--- src/rtl/vending_pkg.sv ---
// Shared vending definitions: controller states, coin values, credit ceiling
// and the product price table.
package vending_pkg;

   typedef enum logic [1:0] {
      IDLE   = 2'd0,
      VEND   = 2'd1,
      CHG_HI = 2'd2,
      CHG_LO = 2'd3
   } state_e;

   localparam logic [5:0] COIN_SMALL = 6'd1;
   localparam logic [5:0] COIN_LARGE = 6'd5;
   localparam logic [5:0] CREDIT_MAX = 6'd63;

   function automatic logic [5:0] price(input logic [2:0] code);
      logic [5:0] p;
      case (code)
         3'd1:    p = 6'd3;
         3'd2:    p = 6'd4;
         3'd3:    p = 6'd5;
         3'd4:    p = 6'd6;
         3'd5:    p = 6'd7;
         3'd6:    p = 6'd8;
         3'd7:    p = 6'd10;
         default: p = 6'd0;
      endcase
      return p;
   endfunction

   // Both strobes in one cycle are worth the sum of the two coins.
   function automatic logic [6:0] coin_value(input logic [1:0] strobe);
      logic [6:0] v;
      v = 7'd0;
      if (strobe[0]) v = v + {1'b0, COIN_SMALL};
      else           v = v + 7'd0;
      if (strobe[1]) v = v + {1'b0, COIN_LARGE};
      else           v = v + 7'd0;
      return v;
   endfunction

endpackage

--- src/rtl/credit_manager_if.sv ---
// Bus between the vending FSM (master) and the credit manager (slave).
interface credit_manager_if;
   logic [1:0] sum;
   logic [2:0] sel;
   logic [2:0] boison;
   logic       cancel;
   logic       finish;
   logic [5:0] credit;
   logic       change5;
   logic       change1;
   logic       coin_reject;
   logic       busy;

   modport master (
      output sum, sel, boison, cancel,
      input  finish, credit, change5, change1, coin_reject, busy
   );

   modport slave (
      input  sum, sel, boison, cancel,
      output finish, credit, change5, change1, coin_reject, busy
   );
endinterface

--- src/rtl/change_dispenser.sv ---
// Change sequencing: picks the coin denomination in CHG_HI, inserts the CHG_LO
// gap, and registers the change pulses for the cycle the controller is in CHG_HI.
module change_dispenser
   import vending_pkg::*;
(
   input  logic       clk,
   input  logic       rst,
   input  state_e     cur_state,
   input  logic [5:0] cur_credit,
   input  state_e     nxt_state,
   input  logic [5:0] nxt_credit,
   output state_e     next_state,
   output logic [5:0] debit,
   output logic       change5,
   output logic       change1
);

   logic change5_q, change5_d;
   logic change1_q, change1_d;

   // Sequencing decision from the current state and credit.
   always_comb begin
      next_state = cur_state;
      debit      = 6'd0;
      case (cur_state)
         CHG_HI: begin
            next_state = CHG_LO;
            if (cur_credit >= COIN_LARGE)  debit = COIN_LARGE;
            else if (cur_credit != 6'd0)   debit = COIN_SMALL;
            else                           debit = 6'd0;
         end
         CHG_LO: begin
            if (cur_credit != 6'd0) next_state = CHG_HI;
            else                    next_state = IDLE;
         end
         default: begin
            next_state = cur_state;
            debit      = 6'd0;
         end
      endcase
   end

   // Pulses are precomputed from the next state so they line up with CHG_HI.
   always_comb begin
      change5_d = (nxt_state == CHG_HI) && (nxt_credit >= COIN_LARGE);
      change1_d = (nxt_state == CHG_HI) && (nxt_credit <  COIN_LARGE);
   end

   // Pulse registers.
   always_ff @(posedge clk or negedge rst) begin
      if (!rst) begin
         change5_q <= 1'b0;
         change1_q <= 1'b0;
      end else begin
         change5_q <= change5_d;
         change1_q <= change1_d;
      end
   end

   assign change5 = change5_q;
   assign change1 = change1_q;

endmodule

--- src/rtl/credit_manager.sv ---
// Vending credit manager: accumulates coins, debits vends, and hands refunds
// to the change dispenser. Cancel beats dispense beats coin acceptance.
module credit_manager
   import vending_pkg::*;
(
   input  logic             clk,
   input  logic             rst,
   credit_manager_if.slave  bus
);

   state_e     state_q, state_d, dsp_next;
   logic [5:0] credit_q, credit_d;
   logic [5:0] dsp_debit, vend_price;
   logic [6:0] coin_sum;
   logic       coin_taken;
   logic       coin_reject_q, coin_reject_d;
   logic       busy_q, busy_d;
   logic       change5_s, change1_s;

   change_dispenser u_dispenser (
      .clk        (clk),
      .rst        (rst),
      .cur_state  (state_q),
      .cur_credit (credit_q),
      .nxt_state  (state_d),
      .nxt_credit (credit_d),
      .next_state (dsp_next),
      .debit      (dsp_debit),
      .change5    (change5_s),
      .change1    (change1_s)
   );

   // Next state, credit and reject flag.
   always_comb begin
      vend_price = price(bus.boison);
      coin_sum   = {1'b0, credit_q} + coin_value(bus.sum);
      state_d    = state_q;
      credit_d   = credit_q;
      coin_taken = 1'b0;
      case (state_q)
         IDLE: begin
            if (bus.cancel && (credit_q != 6'd0)) begin
               state_d = CHG_HI;
            end else if ((bus.boison != 3'd0) && (credit_q >= vend_price)) begin
               credit_d = credit_q - vend_price;
               state_d  = VEND;
            end else if (coin_sum <= {1'b0, CREDIT_MAX}) begin
               credit_d   = coin_sum[5:0];
               coin_taken = 1'b1;
            end else begin
               coin_taken = 1'b0;
            end
         end
         VEND: begin
            if (credit_q != 6'd0) state_d = CHG_HI;
            else                  state_d = IDLE;
         end
         CHG_HI, CHG_LO: begin
            state_d  = dsp_next;
            credit_d = credit_q - dsp_debit;
         end
         default: state_d = IDLE;
      endcase
      coin_reject_d = (bus.sum != 2'b00) && !coin_taken;
      busy_d        = (state_d != IDLE);
   end

   // Controller state and registered status outputs.
   always_ff @(posedge clk or negedge rst) begin
      if (!rst) begin
         state_q       <= IDLE;
         credit_q      <= 6'd0;
         coin_reject_q <= 1'b0;
         busy_q        <= 1'b0;
      end else begin
         state_q       <= state_d;
         credit_q      <= credit_d;
         coin_reject_q <= coin_reject_d;
         busy_q        <= busy_d;
      end
   end

   assign bus.finish      = (state_q == IDLE) && (bus.sel != 3'd0) &&
                            (credit_q >= price(bus.sel));
   assign bus.credit      = credit_q;
   assign bus.coin_reject = coin_reject_q;
   assign bus.busy        = busy_q;
   assign bus.change5     = change5_s;
   assign bus.change1     = change1_s;

endmodule

--- src/flat_wrapper.sv ---
// flat-port wrapper written by rule: the top's interface ports become plain ports
module credit_manager_flat import vending_pkg::*;
  (clk, rst, bus_sum, bus_sel, bus_boison, bus_cancel, bus_finish, bus_credit, bus_change5, bus_change1, bus_coin_reject, bus_busy);
  credit_manager_if bus_i ();
  input  logic clk;
  input  logic rst;
  input wire logic [$bits(bus_i.sum)-1:0] bus_sum;
  input wire logic [$bits(bus_i.sel)-1:0] bus_sel;
  input wire logic [$bits(bus_i.boison)-1:0] bus_boison;
  input wire logic [$bits(bus_i.cancel)-1:0] bus_cancel;
  output wire logic [$bits(bus_i.finish)-1:0] bus_finish;
  output wire logic [$bits(bus_i.credit)-1:0] bus_credit;
  output wire logic [$bits(bus_i.change5)-1:0] bus_change5;
  output wire logic [$bits(bus_i.change1)-1:0] bus_change1;
  output wire logic [$bits(bus_i.coin_reject)-1:0] bus_coin_reject;
  output wire logic [$bits(bus_i.busy)-1:0] bus_busy;
  assign bus_i.sum = bus_sum;
  assign bus_i.sel = bus_sel;
  assign bus_i.boison = bus_boison;
  assign bus_i.cancel = bus_cancel;
  assign bus_finish = bus_i.finish;
  assign bus_credit = bus_i.credit;
  assign bus_change5 = bus_i.change5;
  assign bus_change1 = bus_i.change1;
  assign bus_coin_reject = bus_i.coin_reject;
  assign bus_busy = bus_i.busy;
  credit_manager u_core (.clk(clk), .rst(rst), .bus(bus_i));
endmodule
--- config.mk ---
export PLATFORM = sky130hd
export DESIGN_NAME = credit_manager_flat
export DESIGN_NICKNAME = d
export VERILOG_FILES = /design/src/rtl/vending_pkg.sv /design/src/rtl/credit_manager_if.sv /design/src/rtl/change_dispenser.sv /design/src/rtl/credit_manager.sv /design/src/flat_wrapper.sv
export SDC_FILE = /design/constraint.sdc
export NUM_CORES = 1
export LEC_CHECK = 0
export BUFFER_PORTS_ARGS = -buffer_cell sky130_fd_sc_hd__buf_2
export CORE_MARGIN = 2
export CORE_UTILIZATION = 57
export DETAILED_ROUTE_END_ITERATION = 7
export MAX_ROUTING_LAYER = met4
export PLACE_DENSITY = 0.83
export SLEW_MARGIN = 20
export SYNTH_ARGS = -nofsm -noshare
export SYNTH_HDL_FRONTEND = slang
export SYNTH_SLANG_ARGS = --single-unit
--- constraint.sdc ---
create_clock -name clk -period 4 [get_ports clk]
set_input_delay 0.6 -clock clk [delete_from_list [all_inputs] [get_ports clk]]
set_output_delay 0.6 -clock clk [all_outputs]
set_load 0.005 [all_outputs]
* Yosys cells after proc, flatten, opt, wreduce, memory -nomap -nowiden
Cells that the tools add are included.
** Word-level totals
- Register bits :: 12
- Output and inout bits :: 11
- Logic and storage cells :: 69
** Operators by class
- Add/sub/neg operators :: 4
- $lt $le $gt $ge :: 6
- Eq/ne operators :: 18
- Muxes and demuxes :: 20
- Reduce and logical (&&, ||, !) cells :: 15
** Operators with widths (number)
- $pmux W4 S7 :: 2
- $eq A3 B3 Y1 const B :: 8
- $mux W6 :: 4
- $eq A3 B2 Y1 const B :: 4
- $ge A6 B3 Y1 const B :: 2
- $ge A6 B4 Y1 :: 2
- $pmux W6 S2 :: 1
- $add A6 B7 Y7 :: 1
- $le A7 B6 Y1 const B :: 1
- $logic_and A1 B1 Y1 :: 7
- $mux W7 :: 1
- $eq A2 B2 Y1 const B :: 3
- $eq A3 B1 Y1 const B :: 2
- $lt A6 B3 Y1 const B :: 1
- $mux W1 :: 6
- $mux W2 :: 3
- $pmux W2 S3 :: 1
- $reduce_bool A3 Y1 :: 2
- $reduce_bool A6 Y1 :: 1
- $sub A6 B4 Y6 :: 1
- $sub A6 B6 Y6 :: 1
- $add A1 B3 Y4 const B :: 1
- $pmux W2 S2 :: 1
- $reduce_bool A2 Y1 :: 2
- 5 further kinds :: 5

* Depth between registers and ports, before layout
Gate-level depths: netlist of the first run.
- Word-level depth :: 11
- Gate-level depth with buffers :: 12
- Gate-level depth less buffers :: 11

* Cells and area by module
From an unflattened synthesis of the first run, not the netlist that was laid out.
** Unflattened totals
- Cell total of the unflattened synthesis :: 196
- Area total of the unflattened synthesis :: 1645.3 um2
** Modules (own cells, without submodules)
- credit_manager :: times used 1, cells each 172, area an instance 1442.6 um2, seq. area each 250.2 um2
- change_dispenser :: times used 1, cells each 24, area an instance 202.7 um2, seq. area each 50.0 um2

* Least setup slack after synthesis of the first run
No wires, ideal clock.
- Path kind :: input-to-reg
- From :: input port bus_boison[0]
- To :: register u_core.u_dispenser.change1_q (netlist: u_core.u_dispenser.change1)
- Library setup time :: 0.120 ns
- Arrival time :: 2.763 ns
- Required time :: 3.880 ns
- Path slack :: 1.117 ns
- Stages on the path :: 9
- Buffers on the path :: 0
- Cell sequence :: inv_1 -> maj3_1 -> fa_1 -> a21o_2 -> a211oi_2 -> o21ai_1 -> a2111o_1 -> and3_1 -> and4_1
** Between the ends
- Longest elaborated chain between the ends :: 9
** Ends and longest elaborated chain
- start, declared :: RTL line flat_wrapper.sv:9 : input wire logic [$bits(bus_i.boison)-1:0] bus_boison;
- $eq A3 B3 Y1 (tied with other cells) :: RTL line vending_pkg.sv:18 : case (code)
- $pmux W4 S7 :: RTL line vending_pkg.sv:18
- $ge A6 B4 Y1 :: RTL line credit_manager.sv:44 : end else if ((bus.boison != 3'd0) && (credit_q >= vend_price)) begin
- $logic_and A1 B1 Y1 :: RTL line credit_manager.sv:44
- $mux W6 / $mux W2 (equally long branches) :: RTL line credit_manager.sv:44
- $mux W6 / $mux W2 (equally long branches) :: RTL line credit_manager.sv:42 : if (bus.cancel && (credit_q != 6'd0)) begin
- $pmux W6 S2 / $pmux W2 S3 (equally long branches) :: RTL line credit_manager.sv:40 : case (state_q)
- $lt A6 B3 Y1 / $eq A2 B2 Y1 (equally long branches) :: RTL line change_dispenser.sv:46 : change1_d = (nxt_state == CHG_HI) && (nxt_credit < COIN_LARGE);
- $logic_and A1 B1 Y1 * :: RTL line change_dispenser.sv:46
- named net u_core.u_dispenser.change1_d :: RTL line change_dispenser.sv:19 : logic change1_q, change1_d;
- end signal, assigned :: RTL line change_dispenser.sv:56 : change1_q <= change1_d;
- end, declared :: RTL line change_dispenser.sv:19
The timed path passes the listed nets; every way through them passes the cells marked *.

* Final worst setup path of the first run
- From :: register u_core.credit_q[4] (netlist: u_core.bus.credit[4])
- To :: register u_core.u_dispenser.change1_q (netlist: u_core.u_dispenser.change1)
** Between the ends
- Longest elaborated chain between the ends :: 8
** Ends and longest elaborated chain
- start, declared :: RTL line credit_manager.sv:12 : logic [5:0] credit_q, credit_d;
- start signal, assigned :: RTL line credit_manager.sv:77 : credit_q <= credit_d;
- $add A6 B7 Y7 / $reduce_bool A6 Y1 (equally long branches)
- $le A7 B6 Y1 / $mux W1 (equally long branches) :: RTL line credit_manager.sv:47, change_dispenser.sv:29
- $mux W6 / $mux W3 (equally long branches) :: RTL line credit_manager.sv:47, change_dispenser.sv:28
- $mux W6, on equally long branches :: RTL line credit_manager.sv:44, change_dispenser.sv:25
- $mux W6 / $sub A6 B6 Y6 (equally long branches) :: RTL line credit_manager.sv:42, credit_manager.sv:60
- $pmux W6 S2 :: RTL line credit_manager.sv:40
- $lt A6 B3 Y1 :: RTL line change_dispenser.sv:46
- $logic_and A1 B1 Y1 * :: RTL line change_dispenser.sv:46
- named net u_core.u_dispenser.change1_d :: RTL line change_dispenser.sv:19
Marks and branches as above.

==> flow_summary_export.csv, run 1 <==
group,metric,value,unit
floorplanning,fp.dieArea,3020,µm²
layout,final_area,1630,µm²
floorplanning,die_h,55.0,µm
floorplanning,start_util,59.7,%
sta,finalCriticalPeriod,3.24,ns
sta,rsz0062_at_grt,"no",
route,vias,1427,
grt,grt_start_max_net_pins,17,
logic_synthesis,ys_ff_latch,12,
critical_path,critPathMostFrequentCell,"ha_1",
logic_synthesis,synth_nets,197,
power_and_ir_drop,leakagePower,0.765,nW
floorplanning,num_rows,18,
sta,setup_violations,0,
critical_path,worstSetupPathType,"reg2reg",
power_and_ir_drop,pwr_density_cell,875,nW/µm²
clock_network,cts_hold_buf,0,
floorplanning,die_x,55.0,µm
logic_synthesis,async_flop_share,100,%
logic_synthesis,synth_edf_count,0,
floorplanning,pin_count,22,
grt,gr-total-overflow,0,
sta,tightest_slew,0.676,ns
clock_network,cts.sinks,12,
logic_synthesis,synth_top_area_cell,"dfrtp_1",
power_and_ir_drop,p_int,0.699,mW
power_and_ir_drop,p_seq_share,22.5,%
critical_path,cp-start-kind,"flop",
logic_synthesis,ys_types,58,
logic_synthesis,syn_area,1480,µm²
sta,post-route-period-util,81.1,%
clock_network,cts.clk_slew.worst_paths,0.08,ns
route,drc,0,
critical_path,cp_num_buf_inv,0,
grt,grt_first_pass_wirelength,5910,µm
hold_path,holdCritPathClass,"in2async",
clock_network,cts_resized,0,
grt,antenna_found_initial,0,
logic_synthesis,synthTopCellsByArea,"dfrtp_1, ha_1, inv_1, nand2_1, fa_1",
place,place_congestion,0.966,
flow_run,drv_cap,0,
clock_network,root_buffer,"clkbuf_4",
layout,nNetsFinal,220,
route,ant_nets,0,
layout,final_cell_mix,"buf_2, inv_1, ha_1",
route,viasPerCell,6.49,
layout,final_layout_size_suffix_gt1_share,20.5,%
clock_network,cts_buffer_depth,2,
power_and_ir_drop,p_comb_share,70.4,%
route,wl,3790,µm
clock_network,clkLatencyLatePin,0.29,ns
critical_path,critPathTopFamily,"simple AND/OR/NAND/NOR gates",
clock_network,cts_htree_levels,1,
sta,relSlewSlack,54.5,%
critical_path,cp_max_fo,16,
critical_path,worst_path_max_delay_cell,"dfrtp_1",
logic_synthesis,yosys_warnings,0,
clock_network,cts_inserted_buffers,3,
sta,setup_tns,0,ns
route,drt_iter0_markers,50,
critical_path,cp_data_required_time,4.23,ns
grt,grt_usage,28.8,%
sta,fmax,308,MHz
sta,fin_skew,0.00424,ns
layout,utilization,65.8,%
power_and_ir_drop,clockPowerShare,7.1,%
critical_path,crit_chain,"or3_4, nor4_1, nor2_1, ha_1, ha_1, nand2b_1, nand3b_1, a21boi_0, o211a_1, and3_1, and4_1",
critical_path,critPathCaptureType,"flop",
clock_network,cts_tree,"built",
grt,first_global_vias,1305,
layout,num-fill-cells,230,
route,dr.pass1.iters,5,
clock_network,post_cts_buffers,0,
critical_path,worst_path_largest_cell_delay,0.58,ns
power_and_ir_drop,netSwitchingPower,0.727,mW
layout,final_common_cell,"buf_2",
critical_path,arrival,3.47,ns
logic_synthesis,ys_seq_area_share,20.3,%
sta,hold_viol_final,0,
place,placed_area,1590,µm²
layout,antenna_cells,0,
floorplanning,core_area,2480,µm²
logic_synthesis,avgSynthCellArea,8.81,µm²
sta,drv_slew,0,
status,status,"completed",
logic_synthesis,synth_top_area_share,20.3,%
power_and_ir_drop,ir_worst_vdd,0.000633,V
logic_synthesis,postSynthCellCount,168,
layout,area_growth,10.1,%
place,port_buffers,21,
route,detail_route.wl_per_cell,17.2,µm
place,dp_hpwl,2950,µm
logic_synthesis,ys.flop_type,"dfrtp_1",
power_and_ir_drop,swShare,51.0,%
metrics by stage:
step / power [mW] / std cells / worst slack (ns) / hold WS, ns
finish: 1.43 / 220 / 0.757 / 0.167
global route: 1.55 / 220 / 0.519 / 0.186
CTS: 1.41 / 220 / 0.793 / 0.187
detailed placement: 1.31 / 216 / 0.670 / 0.490
global placement: 1.25 / 216 / 0.765 / 0.479
floorplan: 1.05 / 168 / 1.12 / 0.304
cells by family after synthesis:
group	share of synthesized area [%]
and+or+nand+nor	20.5
muxes	4.31
adders and majority gates	17.6
AOI/OAI and AO/OA	27.8
buffers and inverters	6.51
DFF	20.3
xor gates and xnor gates	2.96
state kept, by name (all words and copies together) (netlist names):
signal,cells
u_core.bus.busy,1
u_core.bus.coin_reject,1
u_core.bus.credit,6
u_core.u_dispenser.change5,1
u_core.state_q,2
u_core.u_dispenser.change1,1
final timing paths:
| path | from | endpoint | slack, ns | cells after the start |
|---|---|---|---|---|
| worst max-delay path | u_core.bus.credit[4] | u_core.u_dispenser.change1 | 0.76 | 11 |
| worst min-delay path | rst | u_core.bus.credit[5] | 0.17 | 1 |
| worst max register to register | u_core.bus.credit[4] | u_core.u_dispenser.change1 | 0.76 | 11 |
| worst min register to register | u_core.state_q[0] | u_core.bus.busy | 0.60 | 1 |
| max in group asynchronous | rst | u_core.bus.credit[2] | 3.62 | 1 |
| min in group clk | u_core.state_q[0] | u_core.bus.busy | 0.60 | 1 |
synthesized netlist by cell type (2+ instances only):
cell and count:
nor3_1 6, xnor2_1 4, nor2b_1 4, o21ai_1 2, nor4_1 4, a31oi_1 4, a21boi_0 2, dfrtp_1 12
o211ai_1 3, maj3_1 2, a21oi_1 6, ha_1 16, nand2_1 13, fa_1 2, o211a_1 2, inv_1 16
o21ai_0 4, a21o_1 2, a211oi_1 2, or3_1 4, nand2b_1 5, mux2_2 3, o31a_1 3, mux2i_1 3
o21a_1 4, nand3_1 3, nor2_1 6
power by group through the flow:
| stage | clock network, mW | registers (mW) | logic (mW) |
|---|---|---|---|
| after CTS | 0.0992 | 0.319 | 0.992 |
| after detailed placement | 0 | 0.320 | 0.985 |
| after global routing | 0.107 | 0.334 | 1.11 |
| final | 0.101 | 0.321 | 1.00 |
| after global placement | 0 | 0.315 | 0.932 |
| after floorplan | 0 | 0.263 | 0.789 |
layout make-up:
cell class | instances | area [µm²] | area share (%)
clock buffer | 4 | 36.3 | 2.23
inverter | 16 | 60.1 | 3.68
multi-input combinational | 136 | 1080 | 66.5
sequential | 12 | 300 | 18.4
tap | 30 | 37.5 | 2.30
timing repair buffer | 22 | 113 | 6.91
routing by layer:
metal	global-route usage (%)	part of all wire, %
met4	12.6	3.0
met3	5.91	5.1
met1	36.0	43
met5	-	0
met2	45.0	49
(Power assumes the default switching activity.)
==> run 2, diff against run 1 <==
Settings changed: ABC_AREA set to 1, CORE_UTILIZATION 57 to 52, PLACE_DENSITY 0.83 to 0.8.
Clock period 4 ns to 2.6 ns, I/O delays scaled along.
==> run 2 against run 1 <==
  * Area after synthesis up 1.3%
  * Design area up 5.9%
  * Die area up 10%
  * Register-to-register slack worse by 0.49 ns
  * Highest routed layer unchanged
  * Critical path type unchanged
  * First-iteration DRC count down 18%
  * Flip-flop and latch count unchanged
==> flow_summary_export.csv, run 2 <==
group,metric,value,unit
logic_synthesis,synth_top_area_share,20.0,%
critical_path,worstSetupPathType,"reg2reg",
logic_synthesis,syn_area,1500,µm²
sta,post-route-period-util,89.7,%
layout,final_cell_mix,"nand2_1, inv_1, nand3_1",
route,drt_iter0_markers,41,
sta,fmax,429,MHz
clock_network,cts_buffer_depth,2,
layout,largest_reg_flops,6,
power_and_ir_drop,pwr_density_cell,1200,nW/µm²
logic_synthesis,synthTopCellsByArea,"dfrtp_1, nand2_1, ha_1, inv_1, nand3_1",
critical_path,critPathCaptureType,"flop",
layout,final_common_cell,"nand2_1",
floorplanning,num_rows,19,
logic_synthesis,yosysMostFrequentCell,"nand2_1",
power_and_ir_drop,p_comb_share,74.4,%
clock_network,cts_tree,"built",
power_and_ir_drop,ir_worst_vdd,0.000828,V
logic_synthesis,synth_nets,256,
sta,finalCriticalPeriod,2.33,ns
critical_path,r2r_end,"u_core.u_dispenser.change1",
critical_path,cp-start-kind,"flop",
logic_synthesis,yosys.area_share.adder,16.0,%
logic_synthesis,synth_top_family_by_area,"simple AND/OR/NAND/NOR gates",
logic_synthesis,muxShareOfSynthArea,0,%
sta,tightest_slew,0.448,ns
layout,antenna_cells,0,
critical_path,r2r-start,"u_core.bus.credit[0]",
power_and_ir_drop,p_seq_share,18.6,%
layout,final_layout_size_suffix_gt1_share,20.2,%
sta,relSlewSlack,70.0,%
grt,grt_start_max_net_pins,13,
floorplanning,die_h,57.7,µm
route,ant_nets,0,
clock_network,cts.sinks,12,
sta,drv_slew,0,
clock_network,cts.clk_slew.worst_paths,0.07,ns
route,vias,1530,
critical_path,cp_data_required_time,2.81,ns
clock_network,cts_htree_levels,1,
grt,grt_usage,23.3,%
route,drc,0,
place,place_congestion,0.934,
critical_path,cp-startpoint,"u_core.bus.credit[0]",
logic_synthesis,ys_ff_latch,12,
sta,hold_viol_final,0,
logic_synthesis,synth-compound-area-share,9.85,%
floorplanning,die_x,57.7,µm
logic_synthesis,postSynthCellCount,227,
sta,setup_slack,0.268,ns
logic_synthesis,ys_types,35,
grt,antenna_found_initial,0,
floorplanning,fp.dieArea,3330,µm²
clock_network,clkLatencyLatePin,0.27,ns
sta,rsz0062_at_grt,"no",
grt,gr-total-overflow,0,
logic_synthesis,yosys_warnings,0,
critical_path,r2r_setup_slack,0.27,ns
hold_path,holdCritPathClass,"in2async",
logic_synthesis,ys.flop_type,"dfrtp_1",
clock_network,root_buffer,"clkbuf_4",
critical_path,arrival,2.54,ns
route,dr.pass1.iters,4,
grt,grt_first_pass_wirelength,5960,µm
clock_network,cts_inserted_buffers,3,
power_and_ir_drop,netSwitchingPower,1.10,mW
floorplanning,core_area,2760,µm²
power_and_ir_drop,leakagePower,0.970,nW
critical_path,cp_max_fo,8,
critical_path,worst_r2r_path_depth,15,
logic_synthesis,synth_common_cells,"nand2_1, inv_1, nand3_1",
power_and_ir_drop,clockPowerShare,7.0,%
route,detail_route.wl_per_cell,12.0,µm
place,dp_slack,-0.0367,ns
flow_run,drv_cap,0,
sta,fin_skew,0.00314,ns
layout,num-fill-cells,264,
sta,fin_hold_ws,0.515,ns
power_and_ir_drop,p_int,0.965,mW
grt,first_global_vias,1352,
route,wl,3480,µm
route,viasPerCell,5.29,
floorplanning,pin_count,22,
logic_synthesis,synth-simple-area-share,40.9,%
power_and_ir_drop,swShare,53.2,%
logic_synthesis,avgSynthCellArea,6.60,µm²
layout,nNetsFinal,288,
layout,area_growth,15.2,%
logic_synthesis,yosys.area_share.xor_xnor,1.17,%
logic_synthesis,ys_seq_area_share,20.0,%
place,port_buffers,21,
logic_synthesis,async_flop_share,100,%
status,status,"completed",
logic_synthesis,synth_top_area_cell,"dfrtp_1",
place,dp_hpwl,2950,µm
floorplanning,start_util,54.4,%
sta,setup_violations,0,
logic_synthesis,synth_edf_count,0,
[run 2: changes by cell type after synthesis, sizes merged, moves of 4 or more]
cell	previous run	this run
nor4	4	0
nand4	1	8
nand2	13	63
nand3	3	27
nor2	6	20
a21oi	7	12
o21a	4	0
nor3	7	3
a31oi	4	0
nor2b	4	0
or3	5	0
nand2b	5	0
inv	16	45
[run 2: stage by stage]
stage / instance area [µm²] / util (%) / cells / setup TNS [ns] / power, mW
2_1_floorplan: 1500 / - / 227 / 0 / 1.50
3_3_place_gp: 1680 / 60.8 / 284 / 0 / 1.88
3_5_place_dp: 1680 / 60.8 / 284 / -0.0517 / 1.90
4_1_cts: 1720 / 62.5 / 289 / 0 / 2.06
5_1_grt: 1730 / 62.6 / 289 / 0 / 2.32
6_report: 1730 / 62.6 / 289 / 0 / 2.06
[run 2: final cells by class]
class / count / area, µm² / share of cell area [%]
multi-input combinational: 169 / 1020 / 59.1
sequential: 12 / 302 / 17.5
inverter: 45 / 169 / 9.78
timing repair buffer: 28 / 160 / 9.28
tap: 31 / 38.8 / 2.25
clock buffer: 4 / 36.3 / 2.10
[run 2: worst max-delay path by stage]
stage / end / slack, ns / cells after the start
2_1_floorplan: u_core.u_dispenser.change1 / 0.30 / 18
3_3_place_gp: u_core.u_dispenser.change1 / 0.06 / 19
3_5_place_dp: u_core.u_dispenser.change1 / -0.04 / 19
4_1_cts: u_core.u_dispenser.change1 / 0.23 / 15
5_1_grt: u_core.u_dispenser.change1 / 0.02 / 15
6_report: u_core.u_dispenser.change1 / 0.27 / 15
[run 2: power by group through the flow]
stage,sequential [mW],combinational [mW],clock [mW]
6_report,0.383,1.54,0.145
5_1_grt,0.394,1.77,0.155
4_1_cts,0.380,1.53,0.152
3_5_place_dp,0.383,1.52,0
3_3_place_gp,0.386,1.50,0
2_1_floorplan,0.367,1.13,0
[run 2: timing repair]
action,CTS,global route
endpoints found under the hold margin,12,0
gates resized for setup,0,2
setup buffers,0,0
setup endpoints to repair,0,1
hold buffers,1,0
[run 2: logic make-up (layout without fill, tap and decap cells)]
logic type | count (synthesis) | in the layout
xor gates and xnor gates | 2 | 2
and+or+nand+nor | 124 | 124
adders and majority gates | 18 | 18
buffers and inverters | 46 | 77
DFF | 12 | 12
AOI/OAI and AO/OA | 25 | 25
[run 2: per-layer routing]
metal	vias to the layer above	global-route usage [%]	wire, µm
met3	4	2.01	205
met2	47	37.3	1600
met1	674	31.9	1630
li1	805	-	-
met5	-	-	0
met4	0	6.64	51
[run 2: critical path: stages, from the launching register on]
cell     delay (ns)
dfrtp_2        0.45
inv_1          0.09
ha_1           0.14
inv_1          0.07
fa_1           0.45
inv_1          0.08
nor2_1         0.04
nor2_1         0.10
nand2_2        0.10
nand2_4        0.11
nand3_1        0.09
nand3_1        0.09
nand2_2        0.07
nor3_2         0.21
nand2_1        0.07
nor2_1         0.08
